### src/rtl/matrix_pkg.sv
// rtl/matrix_pkg.sv - shared sizes, bridge state type and element indexing for the matrix datapath
// Purpose: one place for the matrix geometry so the bridge, serializer and compute engine agree.
// Ports: none (package).
package matrix_pkg;

    localparam int VAR_WIDTH = 4;
    localparam int M_SIZE    = 4;
    localparam int BUS_W     = 8;
    localparam int MAT_W     = VAR_WIDTH * M_SIZE * M_SIZE;
    localparam int NBYTES    = MAT_W / BUS_W;
    localparam int CNT_W     = $clog2(NBYTES);

    typedef enum logic [2:0] {
        S_LOAD_A,
        S_LOAD_B,
        S_START,
        S_WAIT,
        S_SEND
    } bridge_state_t;

    // Element e lives at bits [VAR_WIDTH*e +: VAR_WIDTH] of a packed matrix.
    function automatic int unsigned elem_idx(input int unsigned row, input int unsigned col);
        return row * M_SIZE + col;
    endfunction

endpackage

### src/rtl/matrix_stream_bridge_if.sv
// rtl/matrix_stream_bridge_if.sv - byte streams and compute-engine signals of the matrix bridge
// Purpose: bundles the input byte stream, output byte stream and the packed compute-engine link.
// Ports (signals): in_data/in_valid/in_ready, out_data/out_valid/out_ready,
//                  matrix_a/matrix_b/mm_start towards the engine, mm_done/result_in from it.
// Modports: slave = the bridge, master = the environment driving it.
interface matrix_stream_bridge_if;
    import matrix_pkg::*;

    logic [BUS_W-1:0] in_data;
    logic             in_valid;
    logic             in_ready;
    logic [BUS_W-1:0] out_data;
    logic             out_valid;
    logic             out_ready;
    logic [MAT_W-1:0] matrix_a;
    logic [MAT_W-1:0] matrix_b;
    logic             mm_start;
    logic             mm_done;
    logic [MAT_W-1:0] result_in;

    modport slave (
        input  in_data, in_valid, out_ready, mm_done, result_in,
        output in_ready, out_data, out_valid, matrix_a, matrix_b, mm_start
    );

    modport master (
        output in_data, in_valid, out_ready, mm_done, result_in,
        input  in_ready, out_data, out_valid, matrix_a, matrix_b, mm_start
    );

endinterface

### src/rtl/matrix_byte_serializer.sv
// rtl/matrix_byte_serializer.sv - streams a captured MAT_W word out as NBYTES bytes, LSB byte first
// Purpose: result path of the bridge; load captures a word and presents byte 0 on the next cycle.
// Ports: clk, rst (async active-low), clear (sync abort, keeps data),
//        load/load_data (parallel capture), out_data/out_valid/out_ready (byte stream),
//        last_byte (current byte is the final one of the word).
module matrix_byte_serializer
    import matrix_pkg::*;
(
    input  logic             clk,
    input  logic             rst,
    input  logic             clear,
    input  logic             load,
    input  logic [MAT_W-1:0] load_data,
    output logic [BUS_W-1:0] out_data,
    output logic             out_valid,
    input  logic             out_ready,
    output logic             last_byte
);

    logic [MAT_W-1:0] res_q, res_d;
    logic [BUS_W-1:0] out_data_q, out_data_d;
    logic             out_valid_q, out_valid_d;
    logic [CNT_W-1:0] cnt_q, cnt_d;
    logic             consume;
    logic             at_last;

    assign consume = out_valid_q && out_ready;
    assign at_last = (cnt_q == CNT_W'(NBYTES - 1));

    always_comb begin
        res_d       = res_q;
        out_data_d  = out_data_q;
        out_valid_d = out_valid_q;
        cnt_d       = cnt_q;
        if (clear) begin
            out_valid_d = 1'b0;
            cnt_d       = '0;
        end else if (load) begin
            res_d       = load_data;
            out_data_d  = load_data[BUS_W-1:0];
            out_valid_d = 1'b1;
            cnt_d       = '0;
        end else if (consume) begin
            // res_q[BUS_W-1:0] is always the byte on out_data, so the next byte is one lane up.
            res_d      = res_q >> BUS_W;
            out_data_d = res_q[2*BUS_W-1:BUS_W];
            if (at_last) begin
                out_valid_d = 1'b0;
                cnt_d       = '0;
            end else begin
                cnt_d = cnt_q + CNT_W'(1);
            end
        end
    end

    always_ff @(posedge clk or negedge rst) begin
        if (!rst) begin
            res_q       <= '0;
            out_data_q  <= '0;
            out_valid_q <= 1'b0;
            cnt_q       <= '0;
        end else begin
            res_q       <= res_d;
            out_data_q  <= out_data_d;
            out_valid_q <= out_valid_d;
            cnt_q       <= cnt_d;
        end
    end

    assign out_data  = out_data_q;
    assign out_valid = out_valid_q;
    assign last_byte = out_valid_q && at_last;

endmodule

### src/rtl/matrix_stream_bridge.sv
// rtl/matrix_stream_bridge.sv - byte-serial front end for the matrix multiply unit
// Purpose: collects 8 bytes of A then 8 bytes of B, pulses mm_start, waits for mm_done,
//          then streams the 64-bit result back as 8 bytes (byte n = bits [8n+7:8n]).
// Ports: clk, rst (async active-low), clear (sync abort to S_LOAD_A, matrices kept),
//        bus (slave modport): input/output byte streams and the packed engine link.
module matrix_stream_bridge
    import matrix_pkg::*;
(
    input  logic                   clk,
    input  logic                   rst,
    input  logic                   clear,
    matrix_stream_bridge_if.slave  bus
);

    bridge_state_t    state_q, state_d;
    logic [CNT_W-1:0] byte_cnt_q, byte_cnt_d;
    logic [MAT_W-1:0] mat_a_q, mat_a_d;
    logic [MAT_W-1:0] mat_b_q, mat_b_d;

    logic             in_ready_c;
    logic             mm_start_c;
    logic             accept;
    logic             last_in;
    logic             ser_load;
    logic             ser_last;
    logic             ser_valid;
    logic [BUS_W-1:0] ser_data;

    assign accept   = bus.in_valid && in_ready_c;
    assign last_in  = (byte_cnt_q == CNT_W'(NBYTES - 1));
    // mm_done only matters while waiting; clear wins over a simultaneous done.
    assign ser_load = (state_q == S_WAIT) && bus.mm_done && !clear;

    // State register
    always_ff @(posedge clk or negedge rst) begin
        if (!rst) begin
            state_q    <= S_LOAD_A;
            byte_cnt_q <= '0;
            mat_a_q    <= '0;
            mat_b_q    <= '0;
        end else begin
            state_q    <= state_d;
            byte_cnt_q <= byte_cnt_d;
            mat_a_q    <= mat_a_d;
            mat_b_q    <= mat_b_d;
        end
    end

    // Next-state logic
    always_comb begin
        state_d = state_q;
        if (clear) begin
            state_d = S_LOAD_A;
        end else begin
            case (state_q)
                S_LOAD_A: if (accept && last_in)           state_d = S_LOAD_B;
                S_LOAD_B: if (accept && last_in)           state_d = S_START;
                S_START:                                   state_d = S_WAIT;
                S_WAIT:   if (bus.mm_done)                 state_d = S_SEND;
                S_SEND:   if (ser_last && bus.out_ready)   state_d = S_LOAD_A;
                default:                                   state_d = S_LOAD_A;
            endcase
        end
    end

    // Deserializer datapath: byte counter and matrix byte lanes
    always_comb begin
        byte_cnt_d = byte_cnt_q;
        mat_a_d    = mat_a_q;
        mat_b_d    = mat_b_q;
        if (!clear && accept) begin
            if (state_q == S_LOAD_A) begin
                mat_a_d[BUS_W * int'(byte_cnt_q) +: BUS_W] = bus.in_data;
            end else begin
                mat_b_d[BUS_W * int'(byte_cnt_q) +: BUS_W] = bus.in_data;
            end
        end
        // Any state change (including the one forced by clear) restarts the count.
        if (clear || (state_d != state_q)) begin
            byte_cnt_d = '0;
        end else if (accept) begin
            byte_cnt_d = byte_cnt_q + CNT_W'(1);
        end
    end

    // Output decode
    always_comb begin
        in_ready_c = (state_q == S_LOAD_A) || (state_q == S_LOAD_B);
        mm_start_c = (state_q == S_START);
    end

    matrix_byte_serializer u_ser (
        .clk       (clk),
        .rst       (rst),
        .clear     (clear),
        .load      (ser_load),
        .load_data (bus.result_in),
        .out_data  (ser_data),
        .out_valid (ser_valid),
        .out_ready (bus.out_ready),
        .last_byte (ser_last)
    );

    assign bus.in_ready  = in_ready_c;
    assign bus.mm_start  = mm_start_c;
    assign bus.matrix_a  = mat_a_q;
    assign bus.matrix_b  = mat_b_q;
    assign bus.out_data  = ser_data;
    assign bus.out_valid = ser_valid;

endmodule

### src/flat_wrapper.sv
// flat-port wrapper written by rule: the top's interface ports become plain ports
module matrix_stream_bridge_flat import matrix_pkg::*;
  (clk, rst, clear, bus_in_data, bus_in_valid, bus_out_ready, bus_mm_done, bus_result_in, bus_in_ready, bus_out_data, bus_out_valid, bus_matrix_a, bus_matrix_b, bus_mm_start);
  matrix_stream_bridge_if bus_i ();
  input  logic clk;
  input  logic rst;
  input  logic clear;
  input wire logic [$bits(bus_i.in_data)-1:0] bus_in_data;
  input wire logic [$bits(bus_i.in_valid)-1:0] bus_in_valid;
  input wire logic [$bits(bus_i.out_ready)-1:0] bus_out_ready;
  input wire logic [$bits(bus_i.mm_done)-1:0] bus_mm_done;
  input wire logic [$bits(bus_i.result_in)-1:0] bus_result_in;
  output wire logic [$bits(bus_i.in_ready)-1:0] bus_in_ready;
  output wire logic [$bits(bus_i.out_data)-1:0] bus_out_data;
  output wire logic [$bits(bus_i.out_valid)-1:0] bus_out_valid;
  output wire logic [$bits(bus_i.matrix_a)-1:0] bus_matrix_a;
  output wire logic [$bits(bus_i.matrix_b)-1:0] bus_matrix_b;
  output wire logic [$bits(bus_i.mm_start)-1:0] bus_mm_start;
  assign bus_i.in_data = bus_in_data;
  assign bus_i.in_valid = bus_in_valid;
  assign bus_i.out_ready = bus_out_ready;
  assign bus_i.mm_done = bus_mm_done;
  assign bus_i.result_in = bus_result_in;
  assign bus_in_ready = bus_i.in_ready;
  assign bus_out_data = bus_i.out_data;
  assign bus_out_valid = bus_i.out_valid;
  assign bus_matrix_a = bus_i.matrix_a;
  assign bus_matrix_b = bus_i.matrix_b;
  assign bus_mm_start = bus_i.mm_start;
  matrix_stream_bridge u_core (.clk(clk), .rst(rst), .clear(clear), .bus(bus_i));
endmodule
### config.mk
export PLATFORM = sky130hd
export DESIGN_NAME = matrix_stream_bridge_flat
export DESIGN_NICKNAME = d
export VERILOG_FILES = /design/src/rtl/matrix_pkg.sv /design/src/rtl/matrix_stream_bridge_if.sv /design/src/rtl/matrix_byte_serializer.sv /design/src/rtl/matrix_stream_bridge.sv /design/src/flat_wrapper.sv
export SDC_FILE = /design/constraint.sdc
export NUM_CORES = 1
export LEC_CHECK = 0
export CAP_MARGIN = 20
export CORE_MARGIN = 3
export CORE_UTILIZATION = 40
export CTS_CLUSTER_DIAMETER = 40
export DETAILED_ROUTE_END_ITERATION = 10
export PLACE_DENSITY = 0.73
export SYNTH_ARGS = -nofsm -noshare
export SYNTH_HDL_FRONTEND = slang
export SYNTH_SLANG_ARGS = --single-unit
### constraint.sdc
create_clock -name clk -period 2.6 [get_ports clk]
set_input_delay 0.39 -clock clk [delete_from_list [all_inputs] [get_ports clk]]
set_output_delay 0.39 -clock clk [all_outputs]
set_load 0.01 [all_outputs]
==> results.toml, run 1 <==
[run_status]
status = "complete, no violations"

[setup_path]
cp_max_fo = 8
cp_slowest_cell = "nor4b_2"
crit_path_max_incr_delay_ns = 0.48
worstPathArrival_ns = 2.61
critPathCaptureType = "flop"
required_ns = 2.96
worstPathCellList = "inv_1, ha_1, ha_1, nor4b_2, nand3_2, mux2_2"
path_common_cell = "ha_1"
worst_setup_path_start_kind = "flop"
path_class = "flop to flop"

[floorplanning]
core_area_sq_um = 22800
initial_core_util = 0.410
pin_count = 217
dieWidth_um = 159
die_h_um = 159
fp.dieArea_sq_um = 25300
rows = 55

[timing]
finalSetupViolations = 0
fin_crit_sh = 0.867
setup-tns-final_ns = 0
fin_hold_ws_ns = 0.477
slew_headroom = 0.411
skew_ns = 0.0221
hold_viol = 0
period_needed_ns = 2.25
tightest_slew_ns = 0.882
rsz0062_at_grt = "no"
fmax_mhz = 444
finalMaxSlewViolations = 0

[route]
vias = 6471
wirelength_um = 24100
wl_per_cell_um = 19.5
drc = 0
wl_met1_um = 10300
vias_per_cell = 5.22
highest_layer = "met5"
routed-wl-met2_um = 11800
ant_nets = 0
route.met3.wl_um = 1640
drt_pre_antenna_iters = 4
drtIter0Drc = 374

[flow_run]
timing.max_cap.violations = 0

[clocking]
post_cts_buffers = 0
clk_pin_slew_ns = 0.05
cts.sinks = 202
clk_path_buf_depth = 3
clk_latency_ns = 0.49
cts.htree.levels = 2
cts_tree = "built"
cts_root_buffer = "clkbuf_16"
numCtsBuffers = 34

[grt]
antenna_found_initial = 1
grt_max_degree = 83
grt_pass1_vias = 6977
grt_pass1_wl_um = 38800
grt-ovfl-total = 0
grt_util_all_layers = 0.189

[logic_synthesis]
synth_edf_count = 0
yosysWarnings = 0
synth-main-ff-cell = "dfrtp_1"
avgSynthCellArea_sq_um = 13.8
synth_top_area_frac = 0.540
ys_ff_latch = 202
synth_area_leaders = "dfrtp_1 (54%), mux2_2 (22%), o22a_1 (5.2%)"
syn_area_sq_um = 9360
synthArstFlopShare = 1.00
synth.most_common_cell = "dfrtp_1"
yosys.area.top_type = "dfrtp_1"
synth_common_cells = "dfrtp_1 (202), mux2_2 (184), nand3b_1 (57)"
syn_nets = 764
ys_types = 44
seq_area_frac_synth = 0.540
syn_inst = 680

[worst_hold_path]
hold_class = "flop to flop"

[power]
p_total_uw = 10900
leakage_uw = 0.00581
ir_drop_uv = 548
power.density_nw_per_um2 = 827

[final_layout]
final_util = 0.577
fin_cells = 1239
final_nets = 984
area_delta_synth_final_pct = 40.8
antennaDiodeCount = 0
drive_above_1_share = 0.316

[placed_design]
place_congestion = 0.756
dp_hpwl_um = 16000
io_buffers = 216
placed_cells = 1176
==> cell type report <==
| type | count | area (sq um) |
|---|---|---|
| inverter | 4 | 15.0 |
| clock inverter | 19 | 327 |
| timing repair buffer | 238 | 2400 |
| sequential | 202 | 5060 |
| fill | 1854 | 9670 |
| multi-input combinational | 420 | 4010 |
| tap | 313 | 392 |
| clock buffer | 43 | 978 |
==> worst max-delay path, delay by kind of cell, from the launching register on <==
family | cells | cell delay [ns]
mux | 1 | 0.35
buf+inv | 1 | 0.07
simple gates | 2 | 0.76
flops | 1 | 0.40
fa+ha+maj | 2 | 0.57
==> repair_timing <==
| item | in CTS | in global routing |
|---|---|---|
| hold buffers | 1 | 0 |
| resized for setup | 0 | 0 |
| hold endpoints to repair | 61 | 0 |
==> routing by layer <==
layer,up-vias,track usage
li1,2973,-
met1,3290,0.243
met2,178,0.313
met3,28,0.0575
met4,2,0.0509
met5,-,0
==> placed cells by master (no fill, tap or decap), types with 3 or more instances in the layout <==
cell type	count
dfrtp_1	201
mux2i_1	4
nand3_4	5
ha_1	6
clkinvlp_4	4
and3_1	8
nand3b_1	57
clkbuf_1	3
a22o_1	8
clkbuf_8	4
nor3_1	4
a21oi_1	6
buf_4	15
nor3b_2	3
bufinv_16	8
nand2_1	5
and2_1	25
nand3_1	3
nor4_1	4
o22a_1	56
mux2_2	184
clkdlybuf4s50_1	213
nor2_1	9
buf_12	6
nand4_2	4
clkbuf_16	37
nand3_2	3
inv_1	4
==> through the flow <==
step	setup WS, ns	cell area, sq um
detailed placement	0.302	11900
finish	0.345	13200
global route	0.215	13200
floorplan	0.392	9360
global placement	0.373	11900
CTS	0.308	13200
==> flip-flops by register name, summed over array words and instances (netlist names) <==
name / count
u_core.bus.matrix_a: 64
u_core.bus.matrix_b: 64
u_core.u_ser.res_q: 64
u_core.byte_cnt_q: 3
u_core.state_q: 3
u_core.u_ser.cnt_q: 3
u_core.u_ser.out_valid: 1
==> kinds of logic (layout without fill, tap and decap cells) <==
logic type,Yosys count,after routing,synth area share
simple gates,148,148,0.124
fa+ha+maj,6,6,0.00802
xor+xnor,1,1,0.000936
mux,188,188,0.226
buf+inv,58,304,0.0323
compound gates,77,77,0.0687
flops,202,202,0.540
==> power breakdown <==
group          total [uW]  leakage [uW]  internal (uW)  switching (uW)
registers            3710       0.00279           3500             211
logic                2160       0.00240           1160             995
clock network        5020      0.000626           3480            1540
==> final timing paths <==
check / start / to / slack, ns / depth (start not counted)
hold reg to reg: u_core.u_ser.res_q[55] / u_core.u_ser.res_q[55] / 0.48 / 1
max in group asynchronous: rst / u_core.bus.matrix_b[9] / 1.34 / 3
min in group asynchronous: rst / u_core.bus.matrix_b[34] / 0.51 / 2
setup / recovery: u_core.byte_cnt_q[1] / u_core.bus.matrix_b[61] / 0.35 / 6
setup reg to reg: u_core.byte_cnt_q[1] / u_core.bus.matrix_b[61] / 0.35 / 6
hold / removal: u_core.u_ser.res_q[55] / u_core.u_ser.res_q[55] / 0.48 / 1
Note: power is estimated with default switching activity, not from simulation.
==> run 2, diff against run 1 <==
- CORE_UTILIZATION: 40 -> 50
- PLACE_DENSITY: 0.73 -> 0.87
- SKIP_LAST_GASP: default -> 1
==> run 2 against run 1 <==
Net effect:
- non-clock buffer count decreased by 5
- count of clock-buffer cells in the layout decreased by 10
- sequential cell count stayed put
- global-route usage up 4.6 points
- largest cell class unchanged
- largest power group unchanged
==> results.toml, run 2 (synthesis gave the netlist of run 1 again) <==
[clocking]
clk_latency_ns = 0.54
cts_root_buffer = "clkbuf_16"
cts_tree = "built"
cts.htree.levels = 1
numCtsBuffers = 29
clk_path_buf_depth = 3
cts-resized-gates = 0
cts.sinks = 202
hold_buffers = 1
post_cts_buffers = 0
clk_pin_slew_ns = 0.05

[timing]
rsz0062_at_grt = "no"
finalSetupViolations = 0
slew_headroom = 0.348
tightest_slew_ns = 0.976
fin_crit_sh = 0.896
period_needed_ns = 2.33
skew_ns = 0.0208
setup-tns-final_ns = 0
fmax_mhz = 429
finalMaxSlewViolations = 0
hold_viol = 0

[setup_path]
rr_startpoint = "u_core.byte_cnt_q[1]"
path_class = "flop to flop"
worstPathArrival_ns = 2.73
r2r_end = "u_core.bus.matrix_a[55]"
required_ns = 3.00
critPathLaunch = "u_core.byte_cnt_q[1]"
ff2ff_setup_slack_ns = 0.27
reg2reg_depth = 5
worst_setup_path_start_kind = "flop"
cp_max_fo = 18
critPathCaptureType = "flop"

[grt]
antenna_found_initial = 1
grt_max_degree = 77
grt_pass1_wl_um = 38400
grt_pass1_vias = 7073
grt-ovfl-total = 0
grt_util_all_layers = 0.235

[placed_design]
dp_hpwl_um = 16000
io_buffers = 216
placed_cells = 1087
place_congestion = 0.799
placed_area_sq_um = 11700

[worst_hold_path]
hold_class = "input pin to asynchronous set/reset pin"

[power]
p_int_uw = 7050
leakage_uw = 0.00562
swShare = 0.278
p_total_uw = 9770
ir_drop_uv = 705
power.density_nw_per_um2 = 769
pwr-share-seq = 0.380
p_sw_uw = 2720
combPwrFrac = 0.221
power.clock.fraction = 0.400

[flow_run]
timing.max_cap.violations = 0

[final_layout]
n_fill_cell = 1230
fin_area_sq_um = 12700
final_cell_mix = "clkdlybuf4s50_1 (213), dfrtp_1 (201), mux2_2 (184), nand3b_1 (57), o22a_1 (56)"
final_nets = 974
final_util = 0.700
multi_input_comb_area_sq_um = 4010
drive_above_1_share = 0.305
final_common_cell = "clkdlybuf4s50_1"
area_delta_synth_final_pct = 35.7
fin_cells = 1141
seq_area_sq_um = 5060

[floorplanning]
fp.dieArea_sq_um = 20400
initial_core_util = 0.516
pin_count = 217
die_h_um = 143
dieWidth_um = 143
rows = 49
core_area_sq_um = 18100

[route]
ant_nets = 0
wl_per_cell_um = 21.0
vias = 6483
drt_pre_antenna_iters = 4
vias_per_cell = 5.68
drtIter0Drc = 309
wirelength_um = 24000
drc = 0

[run_status]
status = "complete, no violations"
[run 2: worst max-delay path by stage]
| stage | end | slack (ns) | depth (start not counted) |
|---|---|---|---|
| floorplan | u_core.bus.matrix_b[56] | 0.39 | 7 |
| global placement | u_core.bus.matrix_a[16] | 0.26 | 4 |
| detailed placement | u_core.bus.matrix_a[23] | 0.20 | 4 |
| CTS | bus_mm_start | 0.25 | 3 |
| global route | u_core.bus.matrix_a[55] | 0.12 | 5 |
| finish | u_core.bus.matrix_a[55] | 0.27 | 5 |
[run 2: area by class of cell]
class | count | share of cell area
flip-flops and latches | 202 | 0.398
multi-input cells | 420 | 0.316
repair buffers | 233 | 0.185
clock buffers | 33 | 0.0591
well taps | 229 | 0.0226
clock inverters | 19 | 0.0176
inverters | 4 | 0.00118
diodes | 1 | 0.000197
[run 2: per-layer routing]
metal | up-vias | part of all wire | track usage
li1 | 2934 | - | -
met4 | 0 | 0.026 | 0.0645
met1 | 3300 | 0.41 | 0.306
met3 | 47 | 0.071 | 0.0676
met5 | - | 0 | 0
met2 | 202 | 0.49 | 0.387
[run 2: stage by stage]
stage                     hold slack, ns  worst slack [ns]
final                              0.383             0.269
after global routing               0.410             0.118
after CTS                          0.380             0.245
after detailed placement           0.384             0.205
after global placement             0.388             0.258
after floorplan                   0.0944             0.392
[run 2: worst max-delay path, stage by stage (launching register included)]
cell and delay, ns:
dfrtp_1 0.41, inv_1 0.06, ha_1 0.61, nor3b_2 0.39, nand4_2 0.34, mux2_2 0.39
[run 2: power groups by stage]
stage | sequential (uW) | combinational [uW] | clock [uW]
6_report | 3710 | 2160 | 3900
5_1_grt | 3750 | 2320 | 4110
4_1_cts | 3710 | 2180 | 3970
3_5_place_dp | 3760 | 2140 | 0
3_3_place_gp | 3740 | 2100 | 0
2_1_floorplan | 3880 | 866 | 0
==> run 3, diff against run 2 <==
- CORE_UTILIZATION: 50 -> 30
- PLACE_DENSITY: 0.87 -> 0.6
==> run 3 against run 2 <==
Net effect:
- final area rose by 4.5%
- via count fell by 1.3%
- combinational power barely moved
- critical path depth rose by 1
- sequential share of layout area fell by 1.7 points
- non-clock buffer count rose by 1
- first-iteration DRC count rose by 7.1%
- final cell count rose by 16%
- critical path type unchanged
- critical endpoint is now u_core.bus.matrix_a[16]
==> results.toml, run 3 (synthesis gave the netlist of run 1 again) <==
[run_status]
status = "complete, no violations"

[setup_path]
cp_slowest_cell = "and4_1"
critPathLaunch = "u_core.byte_cnt_q[1]"
worst_setup_path_start_kind = "flop"
path_common_cell = "ha_1"
critPathCaptureType = "flop"
worstPathArrival_ns = 2.73
reg2reg_depth = 6
path_class = "flop to flop"
required_ns = 2.97
cp-endpoint = "u_core.bus.matrix_a[16]"
crit_path_max_incr_delay_ns = 0.52
r2r_end = "u_core.bus.matrix_a[16]"
cp_max_fo = 8
ff2ff_setup_slack_ns = 0.25
rr_startpoint = "u_core.byte_cnt_q[1]"
worstPathCellList = "inv_1, ha_1, ha_1, and3b_1, and4_1, mux2_2"

[clocking]
clk_latency_ns = 0.50
cts.htree.levels = 2
post_cts_buffers = 0
cts.sinks = 202
numCtsBuffers = 36
clk_pin_slew_ns = 0.05
clk_path_buf_depth = 3
cts_tree = "built"
cts_root_buffer = "clkbuf_16"

[power]
combPwrFrac = 0.198
power.clock.fraction = 0.466
leakage_uw = 0.00580
p_int_uw = 8120
swShare = 0.261
p_sw_uw = 2860
power.density_nw_per_um2 = 828
pwr-share-seq = 0.337
ir_drop_uv = 547

[route]
drtIter0Drc = 331
wl_per_cell_um = 19.1
drc = 0
drt_pre_antenna_iters = 4
ant_nets = 0
vias_per_cell = 4.84
wirelength_um = 25200
vias = 6396

[placed_design]
dp_hpwl_um = 16800
placed_cells = 1255
pre_cts_ws_ns = 0.243
io_buffers = 216
place_congestion = 0.737

[timing]
skew_ns = 0.0175
finalSetupViolations = 0
fmax_mhz = 425
hold_viol = 0
period_needed_ns = 2.35
tightest_slew_ns = 1.04
fin_crit_sh = 0.906
rsz0062_at_grt = "no"
finalMaxSlewViolations = 0
slew_headroom = 0.304
setup-tns-final_ns = 0
setup_ws_ns = 0.245

[final_layout]
antennaDiodeCount = 0
drive_above_1_share = 0.319
n_fill_cell = 2865
final_common_cell = "clkdlybuf4s50_1"
final_cell_mix = "clkdlybuf4s50_1 (213), dfrtp_1 (201), mux2_2 (184), nand3b_1 (57), o22a_1 (56)"
fin_cells = 1322
final_nets = 982
area_delta_synth_final_pct = 41.7

[floorplanning]
core_area_sq_um = 30700
fp.dieArea_sq_um = 33400
rows = 64
dieWidth_um = 183
die_h_um = 183
initial_core_util = 0.305
pin_count = 217

[grt]
grt_max_degree = 67
grt_util_all_layers = 0.149
antenna_found_initial = 1
grt_pass1_vias = 6888
grt_pass1_wl_um = 39600
grt-ovfl-total = 0

[flow_run]
timing.max_cap.violations = 0

[worst_hold_path]
hold_class = "input pin to asynchronous set/reset pin"
-- run 3: cell count changes in the layout (fill, tap and decap cells not counted) --
cell,previous run,this run
clkinv_2,1,5
clkbuf_1,3,1
diode_2,1,0
bufinv_16,3,8
buf_4,11,12
clkinvlp_4,4,5
clkinv_4,5,3
clkbuf_16,29,37
-- run 3: layer usage --
metal / track usage / part of all wire / vias to the layer above / routed length (um)
li1: - / - / 2958 / -
met3: 0.0580 / 0.087 / 40 / 2190
met5: 0 / 0.00052 / - / 13
met2: 0.228 / 0.45 / 179 / 11300
met1: 0.196 / 0.44 / 3217 / 11100
met4: 0.0466 / 0.025 / 2 / 636
-- run 3: through the flow --
stage | utilization | area (sq um) | total power, uW | hold slack (ns)
after floorplan | - | 9360 | 4750 | 0.0944
after global placement | 0.389 | 11900 | 5920 | 0.380
after detailed placement | 0.389 | 11900 | 5930 | 0.379
after CTS | 0.432 | 13300 | 11200 | 0.418
after global routing | 0.432 | 13300 | 11500 | 0.457
final | 0.432 | 13300 | 11000 | 0.415
-- run 3: timing repair --
| item | in CTS | in global routing |
|---|---|---|
| hold endpoints to repair | 43 | 0 |
| gates resized for setup | 0 | 0 |
| hold buffers | 1 | 0 |
-- run 3: power by group through the flow --
stage	Clock (uW)	Sequential, uW	Combinational (uW)
final	5120	3700	2170
after global routing	5400	3740	2350
after CTS	5250	3700	2210
after detailed placement	0	3750	2190
after global placement	0	3740	2180
after floorplan	0	3880	866
-- run 3: layout make-up --
type / count / area, sq um / share of cell area
flip-flops and latches: 202 / 5060 / 0.381
multi-input cells: 420 / 4010 / 0.303
repair buffers: 234 / 2360 / 0.178
clock buffers: 39 / 943 / 0.0711
well taps: 396 / 495 / 0.0374
clock inverters: 27 / 384 / 0.0290
inverters: 4 / 15.0 / 0.00113
-- run 3: how the worst min path moves through the flow --
stage / start / end / cells past startpoint
after floorplan: rst / u_core.bus.matrix_a[0] / 0
after global placement: rst / u_core.u_ser.res_q[33] / 1
after detailed placement: rst / u_core.u_ser.res_q[33] / 1
after CTS: bus_out_ready / u_core.u_ser.out_valid / 4
after global routing: rst / u_core.u_ser.res_q[34] / 2
final: rst / u_core.u_ser.res_q[33] / 2
-- run 3: critical path: cells and delay by family, from the launching register on --
kind,cells,cell delay [ns]
adders and majority gates,2,0.61
buffers and inverters,1,0.07
DFF,1,0.40
muxes,1,0.39
and+or+nand+nor,2,0.75
